===== config.mk =====
export PLATFORM = sky130hd
export DESIGN_NAME = alu_result_stage
export DESIGN_NICKNAME = d
export VERILOG_FILES = /design/src/rtl/alu_pkg.sv /design/src/rtl/wb_fifo.sv /design/src/rtl/alu_result_stage.sv
export SDC_FILE = /design/constraint.sdc
export NUM_CORES = 1
export LEC_CHECK = 0
export ABC_AREA = 1
export CAP_MARGIN = 25
export CORE_ASPECT_RATIO = 1.2
export CORE_UTILIZATION = 38
export DETAILED_ROUTE_END_ITERATION = 10
export HOLD_SLACK_MARGIN = 0.03
export PLACE_DENSITY = 0.68
export SLEW_MARGIN = 5
export SYNTH_ARGS = -nofsm -noshare
export SYNTH_HDL_FRONTEND = slang
export SYNTH_SLANG_ARGS = --single-unit

===== constraint.sdc =====
create_clock -name clk -period 1.72 [get_ports clk]
set_input_delay 0.172 -clock clk [delete_from_list [all_inputs] [get_ports clk]]
set_output_delay 0.172 -clock clk [all_outputs]
set_load 0.05 [all_outputs]

===== src/rtl/alu_pkg.sv =====
// Shared definitions for the ALU result stage: ALUop encodings, flag bit indices,
// writeback entry layout and the writeback FIFO fill states.
package alu_pkg;

  localparam int ALU_DATA_W = 16;
  localparam int ALU_REG_W  = 3;

  localparam logic [1:0] ALU_ADD = 2'b00;
  localparam logic [1:0] ALU_SUB = 2'b01;
  localparam logic [1:0] ALU_AND = 2'b10;
  localparam logic [1:0] ALU_NOT = 2'b11;

  localparam int FLAG_Z = 0;
  localparam int FLAG_N = 1;
  localparam int FLAG_V = 2;

  typedef struct packed {
    logic [ALU_DATA_W-1:0] data;
    logic [ALU_REG_W-1:0]  reg_idx;
  } wb_entry_t;

  // Fill state of the writeback FIFO, derived from its occupancy count.
  typedef enum logic [1:0] {
    FIFO_EMPTY   = 2'd0,
    FIFO_PARTIAL = 2'd1,
    FIFO_FULL    = 2'd2
  } fifo_state_t;

endpackage


===== src/rtl/wb_fifo.sv =====
// Writeback FIFO: DEPTH entries, pointers wrap by compare so DEPTH need not be a
// power of two. o_state exposes the EMPTY/PARTIAL/FULL fill state.
module wb_fifo
  import alu_pkg::*;
#(
  parameter int W     = ALU_DATA_W + ALU_REG_W,
  parameter int DEPTH = 2
) (
  input  logic          clk,
  input  logic          rst_n,
  input  logic          i_push,
  input  logic          i_pop,
  input  logic [W-1:0]  i_din,
  output logic [W-1:0]  o_dout,
  output fifo_state_t   o_state
);

  localparam int PTR_W = (DEPTH > 1) ? $clog2(DEPTH) : 1;
  localparam int CNT_W = $clog2(DEPTH + 1);

  logic [W-1:0]     r_mem [DEPTH];
  logic [PTR_W-1:0] r_wr_ptr;
  logic [PTR_W-1:0] r_rd_ptr;
  logic [CNT_W-1:0] r_count;

  logic             w_push;
  logic             w_pop;
  logic [CNT_W-1:0] w_count_nxt;
  fifo_state_t      w_state;

  function automatic logic [PTR_W-1:0] ptr_inc(input logic [PTR_W-1:0] p);
    return (p == PTR_W'(DEPTH - 1)) ? '0 : p + 1'b1;
  endfunction

  assign w_push = i_push && (w_state != FIFO_FULL);
  assign w_pop  = i_pop  && (w_state != FIFO_EMPTY);

  always_comb begin
    w_count_nxt = r_count;
    w_state     = FIFO_PARTIAL;
    case ({w_push, w_pop})
      2'b10:   w_count_nxt = r_count + 1'b1;
      2'b01:   w_count_nxt = r_count - 1'b1;
      default: w_count_nxt = r_count;
    endcase
    if (r_count == '0)
      w_state = FIFO_EMPTY;
    else if (r_count == CNT_W'(DEPTH))
      w_state = FIFO_FULL;
  end

  always_ff @(posedge clk or negedge rst_n) begin
    if (!rst_n) begin
      r_wr_ptr <= '0;
      r_rd_ptr <= '0;
      r_count  <= '0;
      for (int i = 0; i < DEPTH; i++) r_mem[i] <= '0;
    end else begin
      r_count <= w_count_nxt;
      if (w_push) begin
        r_mem[r_wr_ptr] <= i_din;
        r_wr_ptr        <= ptr_inc(r_wr_ptr);
      end
      if (w_pop) r_rd_ptr <= ptr_inc(r_rd_ptr);
    end
  end

  assign o_dout  = r_mem[r_rd_ptr];
  assign o_state = w_state;

endmodule


===== src/rtl/alu_result_stage.sv =====
// Captures ALU results, loads the status register on CMP and queues register
// writebacks. Optional performance counters are enabled by ALU_RESULT_PERF_EN.
module alu_result_stage
  import alu_pkg::*;
#(
  parameter int DATA_W = ALU_DATA_W,
  parameter int REG_W  = ALU_REG_W,
  parameter int DEPTH  = 2
) (
  input  logic              clk,
  input  logic              rst_n,
  input  logic              in_valid,
  output logic              in_ready,
  input  logic [DATA_W-1:0] alu_out,
  input  logic [2:0]        alu_z,
  input  logic [1:0]        alu_op,
  input  logic              load_status,
  input  logic              wr_req,
  input  logic [REG_W-1:0]  dest_reg,
  output logic              wb_valid,
  input  logic              wb_ready,
  output logic [DATA_W-1:0] wb_data,
  output logic [REG_W-1:0]  wb_reg,
  output logic [2:0]        status,
  output logic              status_err,
  output logic [15:0]       wb_count,
  output logic [15:0]       stall_count
);

  // Handshakes: a transfer happens on a clock edge where valid && ready; the
  // producer holds its payload while valid && !ready. in_ready depends only on
  // registered occupancy, never on wb_ready.

  fifo_state_t               w_fifo_state;
  logic                      w_accept;
  logic                      w_push;
  logic                      w_pop;
  logic                      w_cmp_legal;
  logic [DATA_W+REG_W-1:0]   w_head;
  logic [2:0]                r_status;
  logic                      r_status_err;

  assign in_ready    = (w_fifo_state != FIFO_FULL);
  assign wb_valid    = (w_fifo_state != FIFO_EMPTY);
  assign w_accept    = in_valid && in_ready;
  assign w_push      = w_accept && wr_req;
  assign w_pop       = wb_valid && wb_ready;
  assign w_cmp_legal = (alu_op == ALU_SUB);

  wb_fifo #(
    .W     (DATA_W + REG_W),
    .DEPTH (DEPTH)
  ) u_wb_fifo (
    .clk     (clk),
    .rst_n   (rst_n),
    .i_push  (w_push),
    .i_pop   (w_pop),
    .i_din   ({alu_out, dest_reg}),
    .o_dout  (w_head),
    .o_state (w_fifo_state)
  );

  assign wb_data = w_head[DATA_W+REG_W-1:REG_W];
  assign wb_reg  = w_head[REG_W-1:0];

  // Flags are only meaningful for SUB; any other op must leave status untouched.
  always_ff @(posedge clk or negedge rst_n) begin
    if (!rst_n) begin
      r_status     <= 3'b000;
      r_status_err <= 1'b0;
    end else begin
      if (w_accept && load_status && w_cmp_legal) r_status <= alu_z;
      r_status_err <= w_accept && load_status && !w_cmp_legal;
    end
  end

  assign status     = r_status;
  assign status_err = r_status_err;

`ifdef ALU_RESULT_PERF_EN
  logic [15:0] r_wb_count;
  logic [15:0] r_stall_count;

  always_ff @(posedge clk or negedge rst_n) begin
    if (!rst_n) begin
      r_wb_count    <= '0;
      r_stall_count <= '0;
    end else begin
      if (w_pop && (r_wb_count != 16'hFFFF)) r_wb_count <= r_wb_count + 1'b1;
      if (in_valid && !in_ready && (r_stall_count != 16'hFFFF))
        r_stall_count <= r_stall_count + 1'b1;
    end
  end

  assign wb_count    = r_wb_count;
  assign stall_count = r_stall_count;
`else
  assign wb_count    = 16'h0000;
  assign stall_count = 16'h0000;
`endif

endmodule

==> results of run 1 <==
cell families (layout without fill, tap and decap cells):
family,count (synthesis),count (layout),share of synthesized area (%)
xor+xnor,3,3,1.06
simple gates,195,195,34.9
buf+inv,61,85,16.4
flops,46,46,46.3
fa+ha+maj,1,1,0.503
other cells,1,32,0.151
compound gates,1,1,0.654
cell type report:
| type | count | area [um^2] | share of cell area [%] |
|---|---|---|---|
| Inverter | 9 | 33.8 | 1.03 |
| Tap cell | 82 | 103 | 3.12 |
| Clock buffer | 6 | 72.6 | 2.21 |
| Timing Repair Buffer | 68 | 841 | 25.6 |
| Sequential cell | 46 | 1150 | 35.0 |
| Multi-Input combinational cell | 232 | 1050 | 31.9 |
| Clock inverter | 2 | 37.5 | 1.14 |
worst register-to-register path: cells and delay by family (launching register included):
kind	cells	cell delay (ps)
flops	1	440
fa+ha+maj	1	320
simple gates	3	250
buf+inv	3	240
xor+xnor	1	140
cells in the mapped netlist, drive strengths merged:
cell type / instances
nand2: 148
dfrtp: 46
clkbuf: 1
conb: 1
xor2: 2
nor2: 2
xnor2: 1
buf: 51
nand3: 1
inv: 9
nand4: 44
ha: 1
a21oi: 1
state kept, by name, summed over array words and instances, names as in the netlist:
name / flops
u_wb_fifo.r_count: 2
u_wb_fifo.r_wr_ptr: 1
status_err: 1
u_wb_fifo.r_mem: 38
u_wb_fifo.r_rd_ptr: 1
status: 3
worst max path at each step:
| stage | startpoint | to | slack [ps] | depth (start not counted) |
|---|---|---|---|---|
| floorplan | u_wb_fifo.r_count[1]$_DFFE_PN0P_ | u_wb_fifo.r_count[1]$_DFFE_PN0P_ | 140 | 8 |
| CTS | status[2]$_DFFE_PN0P_ | status[2] | 70 | 1 |
| finish | status[1]$_DFFE_PN0P_ | status[1] | 90 | 1 |
| global route | status[2]$_DFFE_PN0P_ | status[2] | 50 | 1 |
| detailed placement | in_valid | u_wb_fifo.r_count[1]$_DFFE_PN0P_ | 60 | 8 |
| global placement | in_valid | u_wb_fifo.r_count[1]$_DFFE_PN0P_ | 130 | 8 |
metrics by stage:
| stage | instance area [um^2] | hold WS [ps] | total power, mW | instances | util (%) |
|---|---|---|---|---|---|
| after floorplan | 2610 | -124 | 4.62 | 339 | - |
| after global placement | 3170 | 163 | 6.44 | 436 | 51.3 |
| after detailed placement | 3170 | 168 | 6.51 | 436 | 51.3 |
| after CTS | 3290 | 380 | 7.34 | 445 | 53.3 |
| after global routing | 3290 | 411 | 7.72 | 445 | 53.3 |
| final | 3290 | 360 | 7.29 | 445 | 53.3 |
power groups by stage:
stage	Sequential, mW	Clock (mW)	Combinational, mW
3_3_place_gp	1.88	0	4.55
5_1_grt	1.94	0.876	4.91
4_1_cts	1.89	0.835	4.62
3_5_place_dp	1.90	0	4.61
6_report	1.89	0.822	4.58
2_1_floorplan	1.95	0	2.67
layout by cell type (no fill, tap or decap), drive strengths merged, types with 2 or more instances in the layout:
master / count
nand2: 148
dfrtp: 46
nand4: 44
buf: 35
conb: 32
clkdlybuf4s50: 32
inv: 9
clkbuf: 6
xor2: 2
nor2: 2
routing by layer:
metal	routed length [um]	global-route usage, %	vias up
li1	-	-	1037
met1	2440	23.5	973
met5	0	0	-
met4	66	4.48	0
met2	2870	30.6	72
met3	297	3.24	8
==> flow_metrics.env, run 1 <==
export IMPL_worstPathRequired_ps=1550
export IMPL_ant_nets=0
export IMPL_vias=2090
export IMPL_setup_violations=0
export IMPL_wl_um=5670
export IMPL_initial_core_util_pct=40.4
export IMPL_synth_cells=308
export IMPL_grt_pass1_vias=2136
export IMPL_p_per_area_mw_per_mm2=2220
export IMPL_synth_top_cell_area_share_pct=46.3
export IMPL_switchingPower_mw=3.47
export IMPL_finalClockSkew_ps=8.23
export IMPL_ir_worst_vdd_mv=1.10
export IMPL_combPwrFrac_pct=62.8
export IMPL_status="completed"
export IMPL_die_h_um=90.7
export IMPL_rsz0062_at_grt="false"
export IMPL_crit_slowest_cell="clkdlybuf4s50_1"
export IMPL_hpwl_um=3790
export IMPL_clkSinkCount=46
export IMPL_worst_path_buf_inv=1
export IMPL_ff2ff_setup_slack_ps=230
export IMPL_end_kind="output pin"
export IMPL_slew_headroom_pct=66.4
export IMPL_fmax_mhz=612
export IMPL_fin_crit_ps=1630
export IMPL_yosysSeqAreaShare_pct=46.3
export IMPL_grt_max_degree=43
export IMPL_maxCapViolCount=0
export IMPL_post_route_period_util_pct=95.0
export IMPL_vias_per_cell=4.70
export IMPL_diodes=0
export IMPL_cts_buffers=5
export IMPL_pin_count=87
export IMPL_area_growth_pct=32.0
export IMPL_layout_nets=393
export IMPL_synth_cell_type_count=20
export IMPL_drt_initial_drc_count=203
export IMPL_placementRows=31
export IMPL_cpPeakStageDelay_ps=800
export IMPL_ys_top_cells_by_area="dfrtp_1 46%, nand2_1 22%, nand4_1 11%"
export IMPL_cp_data_arrival_time_ps=1460
export IMPL_clk_latency_ps=300
export IMPL_yosys_warnings=0
export IMPL_r2r_end="u_wb_fifo.r_count[1]$_DFFE_PN0P_"
export IMPL_pwr_share_clk_pct=11.3
export IMPL_setup_tns_ps=0
export IMPL_drive_gt1_share_pct=13.8
export IMPL_grt_overflow=0
export IMPL_die_area_mm2=0.00688
export IMPL_worst_pin_slew_ps=502
export IMPL_cts_htree_levels=2
export IMPL_core_area_mm2=0.00617
export IMPL_crit_fanout=2
export IMPL_drtPass1Iterations=4
export IMPL_critPathLaunchType="register"
export IMPL_cts_tree="done"
export IMPL_gp_congestion=0.770
export IMPL_switching_share_pct=47.6
export IMPL_power_frac_seq_pct=25.9
export IMPL_maxSlewViolCount=0
export IMPL_yosys_area_top_type="dfrtp_1"
export IMPL_p_leak_nw=1.71
export IMPL_hold_violations=0
export IMPL_grt_pass1_wl_um=9650
export IMPL_syn_area_per_cell_um2=8.08
export IMPL_avgRoutedWirePerCell_um=12.7
export IMPL_clk_path_buf_depth=2
export IMPL_root_buffer="clkbuf_8"
export IMPL_die_w_um=75.9
export IMPL_r2r_start="u_wb_fifo.r_count[1]$_DFFE_PN0P_"
export IMPL_hold_class="in -> async"
export IMPL_crit_family="buffers and inverters"
export IMPL_grt_usage_pct=18.1
export IMPL_p_int_mw=3.82
export IMPL_pre_cts_slack_ps=64.3
export IMPL_fin_ws_ps=86.5
export IMPL_numPortBuffers=54
export IMPL_cts_hold_buf=1
export IMPL_ff2ff_path_depth=8
export IMPL_path_cells="clkdlybuf4s50_1"
export IMPL_ys_seq_elements=46
export IMPL_syn_cell_area_mm2=0.00249
export IMPL_cts_setup_buffers=0
export IMPL_num_fill_cells=591
export IMPL_critPathKind="reg -> out"
export IMPL_antenna_found_initial=0
export IMPL_drc_errors=0
export IMPL_clk_pin_slew_ps=90
export IMPL_cts_resized=0
(Power assumes the default switching activity.)
==> run 2, diff against run 1 <==
Settings changed: CORE_ASPECT_RATIO 1.2 to not set, CTS_CLUSTER_SIZE set to 10.
==> flow_metrics.env, run 2 (synthesis results as in run 1) <==
export IMPL_status="completed"
export IMPL_fin_util_pct=51.7
export IMPL_design_area_mm2=0.00328
export IMPL_cts_htree_levels=2
export IMPL_vias=2119
export IMPL_p_leak_nw=1.71
export IMPL_cts_setup_buffers=0
export IMPL_wl_um=5720
export IMPL_clk_path_buf_depth=2
export IMPL_fmax_mhz=610
export IMPL_grt_pass1_wl_um=9830
export IMPL_grt_max_degree=43
export IMPL_final_common_cell="nand2_1"
export IMPL_hold_class="in -> async"
export IMPL_worstPathRequired_ps=1550
export IMPL_area_growth_pct=32.0
export IMPL_dpl_cell_area_mm2=0.00316
export IMPL_crit_slowest_cell="clkdlybuf4s50_1"
export IMPL_cp_data_arrival_time_ps=1470
export IMPL_drt_initial_drc_count=113
export IMPL_pin_count=87
export IMPL_diodes=0
export IMPL_setup_violations=0
export IMPL_setup_tns_ps=0
export IMPL_grt_pass1_vias=2003
export IMPL_clkSinkCount=46
export IMPL_critPathKind="reg -> out"
export IMPL_clk_latency_ps=300
export IMPL_switchingPower_mw=3.46
export IMPL_ant_nets=0
export IMPL_avgRoutedWirePerCell_um=13.0
export IMPL_largest_register="u_wb_fifo.r_mem"
export IMPL_fin_crit_ps=1640
export IMPL_root_buffer="clkbuf_8"
export IMPL_initial_core_util_pct=39.2
export IMPL_layout_common_cells="146 x nand2_1, 46 x dfrtp_1, 42 x nand4_1"
export IMPL_end_kind="output pin"
export IMPL_rsz0062_at_grt="false"
export IMPL_post_place_cells=430
export IMPL_maxSlewViolCount=0
export IMPL_die_w_um=82.9
export IMPL_die_h_um=82.9
export IMPL_drc_errors=0
export IMPL_clk_pin_slew_ps=90
export IMPL_switching_share_pct=47.4
export IMPL_finalClockSkew_ps=4.43
export IMPL_grt_usage_pct=17.7
export IMPL_drtPass1Iterations=4
export IMPL_drive_gt1_share_pct=13.5
export IMPL_p_int_mw=3.85
export IMPL_numPortBuffers=54
export IMPL_pwr_share_clk_pct=10.9
export IMPL_critPathLaunchType="register"
export IMPL_die_area_mm2=0.00688
export IMPL_hpwl_um=3810
export IMPL_crit_family="buffers and inverters"
export IMPL_p_per_area_mw_per_mm2=2220
export IMPL_core_area_mm2=0.00635
export IMPL_vias_per_cell=4.83
export IMPL_grt_overflow=0
export IMPL_cts_tree="done"
export IMPL_worst_pin_slew_ps=575
export IMPL_hold_violations=0
export IMPL_combPwrFrac_pct=63.2
export IMPL_slew_headroom_pct=61.7
export IMPL_cpPeakStageDelay_ps=810
export IMPL_crit_fanout=2
export IMPL_post_route_period_util_pct=95.2
export IMPL_final_cells=439
export IMPL_placementRows=29
export IMPL_ir_worst_vdd_mv=1.54
export IMPL_path_cells="clkdlybuf4s50_1"
export IMPL_gp_congestion=0.757
export IMPL_antenna_found_initial=0
export IMPL_power_frac_seq_pct=25.9
export IMPL_largest_register_ff_count=38
export IMPL_cts_buffers=5
export IMPL_maxCapViolCount=0
export IMPL_layout_nets=392
export IMPL_worst_path_buf_inv=1
-- run 2: cell count changes in the layout (fill, tap and decap cells not counted), sizes merged --
cell	delta
buf	-1
-- run 2: area by class of cell --
| type | instances | area, um^2 |
|---|---|---|
| fill | 604 | 3070 |
| clock inverter | 2 | 37.5 |
| tap | 77 | 96.3 |
| inverter | 9 | 33.8 |
| clock buffer | 6 | 72.6 |
| sequential | 46 | 1150 |
| timing repair buffer | 67 | 846 |
| multi-input combinational | 232 | 1050 |
-- run 2: final timing paths --
| check | startpoint | end | slack [ps] | cells past startpoint |
|---|---|---|---|---|
| max in group asynchronous | rst_n | u_wb_fifo.r_mem[14]$_DFFE_PN0P_ | 800 | 3 |
| hold / removal | rst_n | u_wb_fifo.r_mem[27]$_DFFE_PN0P_ | 390 | 2 |
| setup reg to reg | u_wb_fifo.r_count[1]$_DFFE_PN0P_ | u_wb_fifo.r_count[1]$_DFFE_PN0P_ | 220 | 8 |
| hold reg to reg | u_wb_fifo.r_mem[17]$_DFFE_PN0P_ | u_wb_fifo.r_mem[17]$_DFFE_PN0P_ | 490 | 2 |
| setup / recovery | status[0]$_DFFE_PN0P_ | status[0] | 80 | 1 |
| min in group clk | alu_z[1] | status[1]$_DFFE_PN0P_ | 430 | 3 |
-- run 2: timing repair --
| action | CTS | global route |
|---|---|---|
| hold buffers | 1 | 0 |
| resized for setup | 0 | 0 |
| endpoints found under the hold margin | 22 | 0 |
-- run 2: metrics by stage --
| step | total power [mW] | hold slack, ps | setup WS [ps] |
|---|---|---|---|
| final | 7.30 | 392 | 81.9 |
| after global routing | 7.70 | 424 | 21.3 |
| after floorplan | 4.62 | -124 | 137 |
| after detailed placement | 6.54 | 204 | 42.5 |
| after global placement | 6.48 | 190 | 119 |
| after CTS | 7.37 | 416 | 62.5 |
-- run 2: per-layer routing --
layer | vias up | GRT usage [%] | wire [um] | part of all wire, %
met4 | 0 | 5.33 | 53 | 0.93
met5 | - | 0 | 0 | 0
met3 | 5 | 4.27 | 350 | 6.1
met2 | 85 | 28.2 | 2820 | 49
met1 | 997 | 23.9 | 2490 | 44
li1 | 1032 | - | - | -
-- run 2: power groups by stage --
stage | registers [mW] | clock network [mW] | logic (mW)
after floorplan | 1.95 | 0 | 2.67
after global routing | 1.95 | 0.874 | 4.88
after global placement | 1.89 | 0 | 4.60
after CTS | 1.89 | 0.823 | 4.66
after detailed placement | 1.91 | 0 | 4.64
final | 1.89 | 0.798 | 4.62
